**src/rtl/lsu.sv**
```systemverilog
// -----------------------------------------------------------------------------
// lsu : load/store unit of the NPC core.
//
// Takes one decoded memory access at a time, issues it on a single-outstanding
// valid/ready memory port with byte-lane alignment and write strobes, and
// returns a sign/zero-extended load result (0 for stores) with a one-cycle
// completion pulse.
//
// Optional feature macro: LSU_MISALIGN_TRAP_EN
//   defined   : misaligned lh/lhu/sh (addr[0]) and lw/sw (addr[1:0]!=0) finish
//               immediately with out_err=1 and no memory request.
//   undefined : misaligned half/word accesses are forced to natural alignment.
//
// Parameters:
//   TIMEOUT : max cycles spent waiting for a response (0 disables watchdog)
//   AW      : address width
//
// Ports:
//   clk, rst                  clock, synchronous active-high reset
//   in_valid/in_ready         request handshake from decode
//   in_wen, in_func3          store select, RV32 load/store width code
//   in_addr, in_wdata         byte address, store data (rs2)
//   out_valid/out_rdata/out_err   completion pulse, load result, error flag
//   mem_req_valid/mem_req_ready   memory request handshake
//   mem_addr/mem_wen/mem_wdata/mem_wmask  word address, write, lane data, strobes
//   mem_resp_valid/mem_resp_rdata read data / write ack
// -----------------------------------------------------------------------------
module lsu #(
    parameter int unsigned TIMEOUT = 255,
    parameter int unsigned AW      = 32
) (
    input  logic          clk,
    input  logic          rst,
    input  logic          in_valid,
    output logic          in_ready,
    input  logic          in_wen,
    input  logic [2:0]    in_func3,
    input  logic [AW-1:0] in_addr,
    input  logic [31:0]   in_wdata,
    output logic          out_valid,
    output logic [31:0]   out_rdata,
    output logic          out_err,
    output logic          mem_req_valid,
    input  logic          mem_req_ready,
    output logic [AW-1:0] mem_addr,
    output logic          mem_wen,
    output logic [31:0]   mem_wdata,
    output logic [7:0]    mem_wmask,
    input  logic          mem_resp_valid,
    input  logic [31:0]   mem_resp_rdata
);

    // counter only needs to hold 0..TIMEOUT-1
    localparam int unsigned CW = (TIMEOUT > 1) ? $clog2(TIMEOUT) : 1;

    typedef enum logic [1:0] {
        S_IDLE = 2'd0,
        S_REQ  = 2'd1,
        S_WAIT = 2'd2,
        S_DONE = 2'd3
    } state_t;

    state_t        r_state;
    logic [CW-1:0] r_cnt;
    logic          r_wen;
    logic [2:0]    r_func3;
    logic [1:0]    r_s;

    logic          r_in_ready;
    logic          r_out_valid;
    logic [31:0]   r_out_rdata;
    logic          r_out_err;
    logic          r_mem_req_valid;
    logic [AW-1:0] r_mem_addr;
    logic          r_mem_wen;
    logic [31:0]   r_mem_wdata;
    logic [7:0]    r_mem_wmask;

    logic          w_legal;
    logic          w_misalign;
    logic [1:0]    w_s;
    logic [7:0]    w_base;
    logic [31:0]   w_sdata;
    logic [7:0]    w_smask;
    logic [31:0]   w_word;
    logic [31:0]   w_load;
    logic          w_timeout;

    // func3 legality: loads 0,1,2,4,5; stores 0,1,2
    always_comb begin
        w_legal = 1'b0;
        if (in_wen) begin
            w_legal = (in_func3[2] == 1'b0) && (in_func3[1:0] != 2'b11);
        end else begin
            case (in_func3)
                3'b000, 3'b001, 3'b010, 3'b100, 3'b101: w_legal = 1'b1;
                default:                                w_legal = 1'b0;
            endcase
        end
    end

`ifdef LSU_MISALIGN_TRAP_EN
    assign w_misalign = ((in_func3[1:0] == 2'b01) && in_addr[0]) ||
                        ((in_func3[1:0] == 2'b10) && (in_addr[1:0] != 2'b00));
`else
    assign w_misalign = 1'b0;
`endif

    // effective lane offset: halves/words snap to their natural alignment
    always_comb begin
        w_s    = 2'b00;
        w_base = 8'h0f;
        case (in_func3[1:0])
            2'b00: begin
                w_s    = in_addr[1:0];
                w_base = 8'h01;
            end
            2'b01: begin
                w_s    = {in_addr[1], 1'b0};
                w_base = 8'h03;
            end
            default: begin
                w_s    = 2'b00;
                w_base = 8'h0f;
            end
        endcase
    end

    assign w_sdata = in_wdata << {w_s, 3'b000};
    assign w_smask = w_base << w_s;

    // load extraction from the response word using the latched access shape
    assign w_word = mem_resp_rdata >> {r_s, 3'b000};

    always_comb begin
        w_load = w_word;
        case (r_func3)
            3'b000:  w_load = {{24{w_word[7]}}, w_word[7:0]};
            3'b100:  w_load = {24'h000000, w_word[7:0]};
            3'b001:  w_load = {{16{w_word[15]}}, w_word[15:0]};
            3'b101:  w_load = {16'h0000, w_word[15:0]};
            default: w_load = w_word;
        endcase
    end

    assign w_timeout = (TIMEOUT != 0) && (32'(r_cnt) == (TIMEOUT - 32'd1));

    // access sequencer with registered outputs
    always_ff @(posedge clk) begin
        if (rst) begin
            r_state         <= S_IDLE;
            r_cnt           <= '0;
            r_wen           <= 1'b0;
            r_func3         <= 3'b000;
            r_s             <= 2'b00;
            r_in_ready      <= 1'b1;
            r_out_valid     <= 1'b0;
            r_out_rdata     <= 32'h0;
            r_out_err       <= 1'b0;
            r_mem_req_valid <= 1'b0;
            r_mem_addr      <= '0;
            r_mem_wen       <= 1'b0;
            r_mem_wdata     <= 32'h0;
            r_mem_wmask     <= 8'h00;
        end else begin
            case (r_state)
                S_IDLE: begin
                    if (in_valid) begin
                        r_wen      <= in_wen;
                        r_func3    <= in_func3;
                        r_s        <= w_s;
                        r_in_ready <= 1'b0;
                        if (!w_legal || w_misalign) begin
                            r_state     <= S_DONE;
                            r_out_valid <= 1'b1;
                            r_out_err   <= 1'b1;
                            r_out_rdata <= 32'h0;
                        end else begin
                            r_state         <= S_REQ;
                            r_mem_req_valid <= 1'b1;
                            r_mem_addr      <= {in_addr[AW-1:2], 2'b00};
                            r_mem_wen       <= in_wen;
                            r_mem_wdata     <= in_wen ? w_sdata : 32'h0;
                            r_mem_wmask     <= in_wen ? w_smask : 8'h00;
                        end
                    end
                end
                S_REQ: begin
                    if (mem_req_ready) begin
                        r_mem_req_valid <= 1'b0;
                        r_cnt           <= '0;
                        r_state         <= S_WAIT;
                    end
                end
                S_WAIT: begin
                    if (mem_resp_valid) begin
                        r_state     <= S_DONE;
                        r_out_valid <= 1'b1;
                        r_out_err   <= 1'b0;
                        r_out_rdata <= r_wen ? 32'h0 : w_load;
                    end else if (w_timeout) begin
                        r_state     <= S_DONE;
                        r_out_valid <= 1'b1;
                        r_out_err   <= 1'b1;
                        r_out_rdata <= 32'h0;
                    end else begin
                        r_cnt <= r_cnt + CW'(1);
                    end
                end
                S_DONE: begin
                    r_state     <= S_IDLE;
                    r_cnt       <= '0;
                    r_out_valid <= 1'b0;
                    r_out_err   <= 1'b0;
                    r_out_rdata <= 32'h0;
                    r_in_ready  <= 1'b1;
                end
                default: begin
                    r_state <= S_IDLE;
                end
            endcase
        end
    end

    assign in_ready      = r_in_ready;
    assign out_valid     = r_out_valid;
    assign out_rdata     = r_out_rdata;
    assign out_err       = r_out_err;
    assign mem_req_valid = r_mem_req_valid;
    assign mem_addr      = r_mem_addr;
    assign mem_wen       = r_mem_wen;
    assign mem_wdata     = r_mem_wdata;
    assign mem_wmask     = r_mem_wmask;

endmodule
```
**config.mk**
```make
export PLATFORM = sky130hd
export DESIGN_NAME = lsu
export DESIGN_NICKNAME = d
export VERILOG_FILES = /design/src/rtl/lsu.sv
export SDC_FILE = /design/constraint.sdc
export NUM_CORES = 1
export LEC_CHECK = 0
export CAP_MARGIN = 20
export CORE_MARGIN = 2
export CORE_UTILIZATION = 40
export CTS_CLUSTER_DIAMETER = 120
export DETAILED_ROUTE_END_ITERATION = 8
export GPL_TIMING_DRIVEN = 0
export HOLD_SLACK_MARGIN = 0.05
export PLACE_DENSITY = 0.76
export SETUP_SLACK_MARGIN = 0.1
export SLEW_MARGIN = 0
export SYNTH_ARGS = -nofsm -noshare
export SYNTH_HDL_FRONTEND = slang
export SYNTH_SLANG_ARGS = --single-unit
```
**constraint.sdc**
```tcl
create_clock -name clk -period 2.7 [get_ports clk]
set_input_delay 0.54 -clock clk [delete_from_list [all_inputs] [get_ports clk]]
set_output_delay 0.54 -clock clk [all_outputs]
set_load 0.03 [all_outputs]
```
After elaboration in Yosys (flattened, before gate mapping)
Cells that the tools add are included.

Register bits: 123. Output and inout bits: 109. Input port bits: 105.

Multiplexer cells: 36. Bitwise gates (word level): 1. Reductions and logical operators: 17. Equality and inequality tests: 20. Shifts and indexed selects: 3. Add/sub/neg operators: 1.

Operators by type and width (number): 32-bit 2-to-1 mux (6); 32-bit case mux with 4 select lines (1); 32-bit case mux with 3 select lines (1); 8-bit 2-to-1 mux (4); 32-bit by 5-bit left shift with 32-bit output (1); 32-bit by 5-bit >> shifter with 32-bit output (1); 8-bit case mux with 3 select lines (1); 2-bit != test (second input constant) (7); 3-bit == test (second input constant) (4); 4-bit AND reduction (3); 1-bit 2-to-1 mux (11); 2-bit 2-to-1 mux (5); 8-bit by 1-bit adder with 8-bit output (second input constant) (1); 8-bit == test (second input constant) (1); 2-bit case mux with 4 select lines (1); 4-bit case mux with 2 select lines (1); 8-bit by 2-bit left shift with 8-bit output (1); 3-bit by 1-bit == test with 1-bit output (second input constant) (2); 3-bit zero test (2); 1-bit case mux with 3 select lines (2); 3-bit AND reduction (2); 3-bit nonzero test (2); 5-bit OR reduction (1); 2-bit by 1-bit == test with 1-bit output (second input constant) (2); other kinds (10) (15).

Depth between registers and ports, before layout
Gate-level depths: netlist of run 1.

Depth after elaboration: 7. Gate-level depth with buffers: 10. Depth with buffers taken out: 7.

Worst setup path after synthesis of run 1
Ideal clock, no wire load.

Path kind: flip-flop to flip-flop. Start: register r_state[0]. End: register r_out_rdata[21], in the netlist out_rdata[21]. Data arrival time: 1815 ps. Cell stages (with the launch flop): 9. Setup slack: 825 ps. Setup time: 60 ps. Cells stage by stage: dfxtp_1 inv_1 ha_1 buf_4 o21bai_1 o31ai_4 a31oi_1 buf_2 a22o_1.

Word-level cells in the longest chain between the ends: 3. Elaborated cells between the ends (all ways): 9.

RTL lines: start, declared (line 63) `state_t r_state;`; start signal, assigned (line 151) `r_state <= S_IDLE;`; start signal, assigned (line 174) `r_state <= S_DONE;`; start signal, assigned (line 179) `r_state <= S_REQ;`; 2-bit == test or 2-bit zero test (tied branches) (line 166) `case (r_state)`; 3-bit != test (no source line), or another cell as far along; 4-bit AND reduction (no source line); end signal, assigned (line 200) `r_out_rdata <= r_wen ? 32'h0 : w_load;`; end, declared (line 71) `logic [31:0] r_out_rdata;`.

Parallel ways exist; a longest one is shown, timed or not. A chain may end at the register's enable or synchronous reset.

Worst setup path after layout of run 1
Start: register r_state[0]. End: register r_out_rdata[23], in the netlist out_rdata[23].

Same word-level chain as after synthesis.

==> results of run 1 <==
cells in the mapped netlist (7+ instances only):
cell       instances
clkbuf_1          28
o21ai_0           24
mux2_2             7
o21ai_1            9
a22o_1            16
a32oi_1            9
nor2_1            50
o211ai_1           9
a22oi_1           16
nand2_1          143
mux2i_1           33
nand3b_1          16
buf_2             17
dfxtp_1          122
ha_1               7
a21oi_1           70
o2bb2ai_1          9
buf_4              7
worst paths after layout:
| path | start | endpoint | slack (ns) | depth (start not counted) |
|---|---|---|---|---|
| worst max-delay path | r_state[0]$_SDFFE_PP0P_ | out_rdata[23]$_SDFFE_PP0P_ | 0.45 | 8 |
| worst min-delay path | mem_addr[12]$_SDFFE_PP0P_ | mem_addr[12]$_SDFFE_PP0P_ | 0.45 | 2 |
| worst max register to register | r_state[0]$_SDFFE_PP0P_ | out_rdata[23]$_SDFFE_PP0P_ | 0.45 | 8 |
| worst min register to register | mem_addr[12]$_SDFFE_PP0P_ | mem_addr[12]$_SDFFE_PP0P_ | 0.45 | 2 |
power by group through the flow:
stage | clock (mW) | combinational (mW) | sequential (mW)
final | 2.46 | 1.70 | 2.05
after global routing | 2.58 | 1.85 | 2.06
after CTS | 2.50 | 1.70 | 2.05
after detailed placement | 0 | 1.69 | 2.08
after global placement | 0 | 1.67 | 2.08
after floorplan | 0 | 0.778 | 2.32
metal layers:
metal	global-route usage	up-vias	share of wire
met5	0	-	0
met4	0.0920	0	0.022
met3	0.0861	33	0.098
met2	0.398	241	0.46
met1	0.300	2608	0.42
li1	-	2776	-
layout make-up:
class | count | area [µm²]
buffer | 53 | 254
clock buffer | 25 | 505
clock inverter | 6 | 134
fill | 1244 | 5230
inverter | 6 | 22.5
multi-input combinational | 485 | 2870
sequential | 122 | 2440
tap | 180 | 225
timing repair buffer | 209 | 2090
stage by stage:
step	utilization	worst slack [ns]
floorplan	-	0.825
global placement	0.574	0.0167
detailed placement	0.574	0.0707
CTS	0.620	0.463
global route	0.620	0.193
finish	0.620	0.453
cells by family (layout without fill, tap and decap cells):
| group | Yosys count | count (layout) | share of synthesized area |
|---|---|---|---|
| adders and majority gates | 7 | 7 | 0.0157 |
| buffers and inverters | 59 | 299 | 0.0496 |
| xor gates and xnor gates | 4 | 4 | 0.00628 |
| AOI/OAI and AO/OA | 183 | 183 | 0.211 |
| muxes | 41 | 41 | 0.0774 |
| other | 1 | 3 | 0.000672 |
| DFF | 122 | 122 | 0.438 |
| and+or+nand+nor | 247 | 247 | 0.201 |
registers in the layout, indices dropped and copies added (netlist names):
name and cells:
mem_wdata 32, out_rdata 32, mem_addr 30, r_cnt 8, mem_wmask 7, r_func3 3, r_s 2, r_state 2
in_ready 1, mem_req_valid 1, mem_wen 1, out_err 1, out_valid 1, r_wen 1
critical path: cells and delay by family (launching register included):
kind	cells	cell delay, ns
compound gates	4	1.02
fa+ha+maj	1	0.21
buf+inv	3	0.60
flops	1	0.37
==> run summary, run 1 <==
Layout Nets -> 1006
Max Cap Viol -> 0
ant diodes -> 0
top area cells in the synthesized netlist -> dfxtp_1 (44%), nand2_1 (9.6%), a21oi_1 (6.3%)
Main synth FF type -> dfxtp_1
root buffer cell -> clkbuf_16
die width -> 122 µm
post-placement cell area -> 7900 µm²
Resized Gates After CTS -> 0
Max stage delay on crit path -> 0.52 ns
Avg WL per Cell -> 16.9 µm
Area Growth Syn to Fin -> 53.1%
NetSw -> 1.92 mW
core area -> 13800 µm²
CTS max path bufs -> 2
sw frac -> 0.310
logic gate share of total power -> 0.274
clock power share -> 0.397
cts hold-fix bufs -> 0
Initial Util -> 0.405
largest net degree at the start of global routing -> 17
I/O pins -> 214
final cycle utilization of the critical path -> 0.832
Synthesis Warnings -> 0
crit path max-delay cell type -> a31oi_1
synth unique cells -> 54
outcome -> finished clean
hpwl dp -> 13600 µm
most frequent cells in the layout -> clkdlybuf4s50_1 (209), nand2_1 (143), dfxtp_1 (122)
Iter 0 DRT Violations -> 426
GPL Wtd Cong -> 0.888
Rows -> 43
syn_area_per_cell -> 8.40 µm²
internal power -> 4.28 mW
Final Cell Area -> 8540 µm²
Req. time, crit path -> 3.06 ns
startpoint types -> register
DRC viols -> 0
Hold Path Class -> reg -> reg
worst skew pair latency -> 0.41 ns
clock transition at the registers of the reported paths -> 0.06 ns
hold slack -> 0.451 ns
Max Clock Skew -> 0.00599 ns
Pre-Repair DR Iteration Count -> 5
RSZ-0062 raised after global routing -> no
Worst Path Max Fanout -> 10
via density per instance -> 5.21
CTS Buf Count -> 17
first-pass GRT wire length -> 28000 µm
CTS tree -> built
WP data arrival -> 2.60 ns
Max Clk Rate -> 0.445 GHz
die area -> 14900 µm²
post-synth top area share -> 0.438
placed cells -> 1055
final setup fails -> 0
final WL -> 18300 µm
leakage -> 3.07 nW
crit end category -> register
Synth Register Bits -> 122
fraction of layout cells with a size suffix above 1 -> 0.0795
setup_tns -> 0 ns
via count -> 5658
# H-tree levels -> 4
initial antenna violation count -> 0
Routed Antenna Nets -> 0
most common cell after layout, fill and taps aside -> clkdlybuf4s50_1
vias in the first global route -> 5428
cells along the critical path -> inv_1 > ha_1 > buf_4 > o21bai_1 > o31ai_4 > a31oi_1 > buf_2 > a22o_1
area leader, netlist -> dfxtp_1
Max-slew headroom -> 0.543
synthesized instance count -> 664
Netlist Area Pre-Place -> 5580 µm²
Seq/Total Area, Yosys -> 0.438
Slew @ Worst Pin -> 0.682 ns
final hold violations -> 0
Slew Limit Fails -> 0
Design Power -> 6.21 mW
Worst VDD drop -> 368 µV
EDFF count, synth -> 0
IO buf count -> 209
setup bufs post-CTS -> 0
Die Span Y -> 122 µm
grt ovf -> 0
Async S/R FF share, synth -> 0
clk sink count -> 122
power density over cell area -> 726 nW/µm²
Crit Path Class -> reg -> reg
fin cells -> 1086
post-route minimum period -> 2.25 ns
gr usage total -> 0.246
Flop pwr share -> 0.330
Note: power is estimated with default switching activity, not from simulation.
==> run 2: changes to the inputs <==
Settings changed: PLACE_DENSITY 0.76 to 0.79.
Clock period 2.7 ns to 1.9 ns, I/O delays scaled along.
==> run 2 against run 1 <==
Effect of this change: combinational power up 59%; clock skew up 0.0042 ns; flip-flop and latch count unchanged; non-clock buffer count up 20; sequential power up 43%; utilization up 2.5 points; wire length up 5.6%; via count up 3.6%; cell area up 4.0%; highest routed layer unchanged; critical endpoint is now out_rdata[26]$_SDFFE_PP0P_; largest cell class unchanged; count of clock-buffer cells in the layout down 4.
==> run summary, run 2 (synthesized netlist as in run 1, its figures left out) <==
Worst Path Max Fanout -> 6
core area -> 13800 µm²
final cycle utilization of the critical path -> 0.942
I/O pins -> 214
NetSw -> 2.93 mW
largest net degree at the start of global routing -> 17
outcome -> finished clean
first-pass GRT wire length -> 29400 µm
IO buf count -> 209
HP Start -> in_func3[2]
CTS max path bufs -> 2
Avg WL per Cell -> 17.5 µm
Critical Path Most Common Cell -> buf_6
Routed Antenna Nets -> 0
Worst VDD drop -> 609 µV
Final WS setup -> 0.109 ns
clock transition at the registers of the reported paths -> 0.06 ns
hold path depth -> 3
Max Clock Skew -> 0.0102 ns
Rows -> 43
logic gate share of total power -> 0.297
worst skew pair latency -> 0.42 ns
Max Cap Viol -> 0
FF-to-FF Start -> r_state[0]$_SDFFE_PP0P_
startpoint types -> input pin
gr usage total -> 0.256
filler cell count -> 1233
clk sink count -> 122
reg-to-reg slack, setup -> 0.12 ns
grt ovf -> 0
Req. time, crit path -> 2.21 ns
Pre-Repair DR Iteration Count -> 5
Iter 0 DRT Violations -> 399
initial antenna violation count -> 0
Area Growth Syn to Fin -> 59.3%
most common cell after layout, fill and taps aside -> nand2_1
dpl ws -> -0.575 ns
CTS Buf Count -> 17
Die Span Y -> 122 µm
capture point of the worst reg-to-reg path -> out_rdata[26]$_SDFFE_PP0P_
WP data arrival -> 2.10 ns
Max Clk Rate -> 0.558 GHz
die width -> 122 µm
final hold violations -> 0
DRC viols -> 0
root buffer cell -> clkbuf_16
post-route minimum period -> 1.79 ns
Hold Path Class -> in -> reg
Slew @ Worst Pin -> 0.657 ns
internal power -> 6.19 mW
Initial Util -> 0.405
crit path max-delay cell type -> mux4_2
crit end category -> register
die area -> 14900 µm²
cts hold-fix bufs -> 0
final WL -> 19300 µm
hpwl dp -> 14100 µm
vias in the first global route -> 5628
Flop pwr share -> 0.321
leakage -> 3.78 nW
cells along the critical path -> clkdlybuf4s50_1 > mux4_2 > nor3_4 > nor4_4 > buf_6 > buf_6 > a22o_1
clock power share -> 0.381
Design Power -> 9.12 mW
fraction of layout cells with a size suffix above 1 -> 0.145
Slew Limit Fails -> 0
Hold EP -> r_func3[2]$_SDFFE_PP0P_
Max stage delay on crit path -> 0.54 ns
Crit Path Class -> in -> reg
ant diodes -> 0
via count -> 5861
power density over cell area -> 1030 nW/µm²
RSZ-0062 raised after global routing -> yes
Layout Nets -> 1027
GPL Wtd Cong -> 0.871
most frequent cells in the layout -> nand2_1 (141), dfxtp_1 (118), dlygate4sd2_1 (106)
via density per instance -> 5.29
# H-tree levels -> 4
Reg2Reg Depth -> 10
sw frac -> 0.321
CTS tree -> built
Max-slew headroom -> 0.560
final setup fails -> 0
-- run 2: changes by cell type in the layout (fill, tap and decap cells not counted), sizes merged, moves of 2 or more --
cell and delta:
clkinvlp +2, dlymetal6s2s +4, dlygate4sd2 +106, clkinv +3, clkbuf -6, clkdlybuf4s50 -110, buf +22
-- run 2: metal layers --
metal	track usage	vias to the layer above	share of wire
met5	0	-	0
li1	-	2828	-
met1	0.302	2719	0.40
met2	0.426	277	0.48
met4	0.0891	0	0.021
met3	0.0974	37	0.10
-- run 2: cell type report --
class                   count  area, µm²  share of cell area
multi-input cells         486       3050               0.344
flip-flops and latches    122       2450               0.276
repair buffers            230       2140               0.241
clock buffers              21        470              0.0530
plain buffers              52        344              0.0387
well taps                 180        225              0.0253
clock inverters            11        168              0.0189
inverters                   6       30.0             0.00338
-- run 2: worst max-delay path by stage --
stage,to,start
2_1_floorplan,out_rdata[20]$_SDFFE_PP0P_,r_state[0]$_SDFFE_PP0P_
3_3_place_gp,out_rdata[24]$_SDFFE_PP0P_,in_func3[0]
3_5_place_dp,out_rdata[26]$_SDFFE_PP0P_,in_func3[0]
4_1_cts,out_rdata[30]$_SDFFE_PP0P_,r_s[1]$_SDFFE_PP0P_
5_1_grt,out_rdata[26]$_SDFFE_PP0P_,r_state[0]$_SDFFE_PP0P_
6_report,out_rdata[26]$_SDFFE_PP0P_,mem_resp_rdata[23]
-- run 2: power groups by stage --
stage / clock, mW / combinational, mW / sequential, mW
2_1_floorplan: 0 / 1.15 / 3.30
3_3_place_gp: 0 / 2.42 / 2.96
3_5_place_dp: 0 / 2.44 / 2.96
4_1_cts: 3.49 / 2.59 / 2.91
5_1_grt: 3.61 / 2.93 / 2.95
6_report: 3.48 / 2.71 / 2.93
-- run 2: worst max-delay path: cells and delay by family --
| kind | cells | cell delay (ns) |
|---|---|---|
| AO/OA/AOI/OAI | 1 | 0.19 |
| buffers and inverters | 3 | 0.74 |
| multiplexers | 1 | 0.54 |
| AND/OR/NAND/NOR | 2 | 0.24 |
-- run 2: through the flow --
step	area (µm²)	hold WS, ns	cells	util	setup TNS [ns]
floorplan	5610	0.432	666	-	0
global route	8880	0.335	1108	0.645	0
detailed placement	7930	0.445	1055	0.576	-51.20
global placement	7930	0.438	1055	0.576	-49.79
CTS	8700	0.323	1104	0.632	0
finish	8880	0.324	1108	0.645	0
-- run 2: what timing repair did --
item                                    in CTS  in global routing
pin swaps                                    4                 18
cloned                                       2                  0
gates resized for setup                    148                 48
endpoints found under the setup margin     212                115
buffers inserted                            15                  5
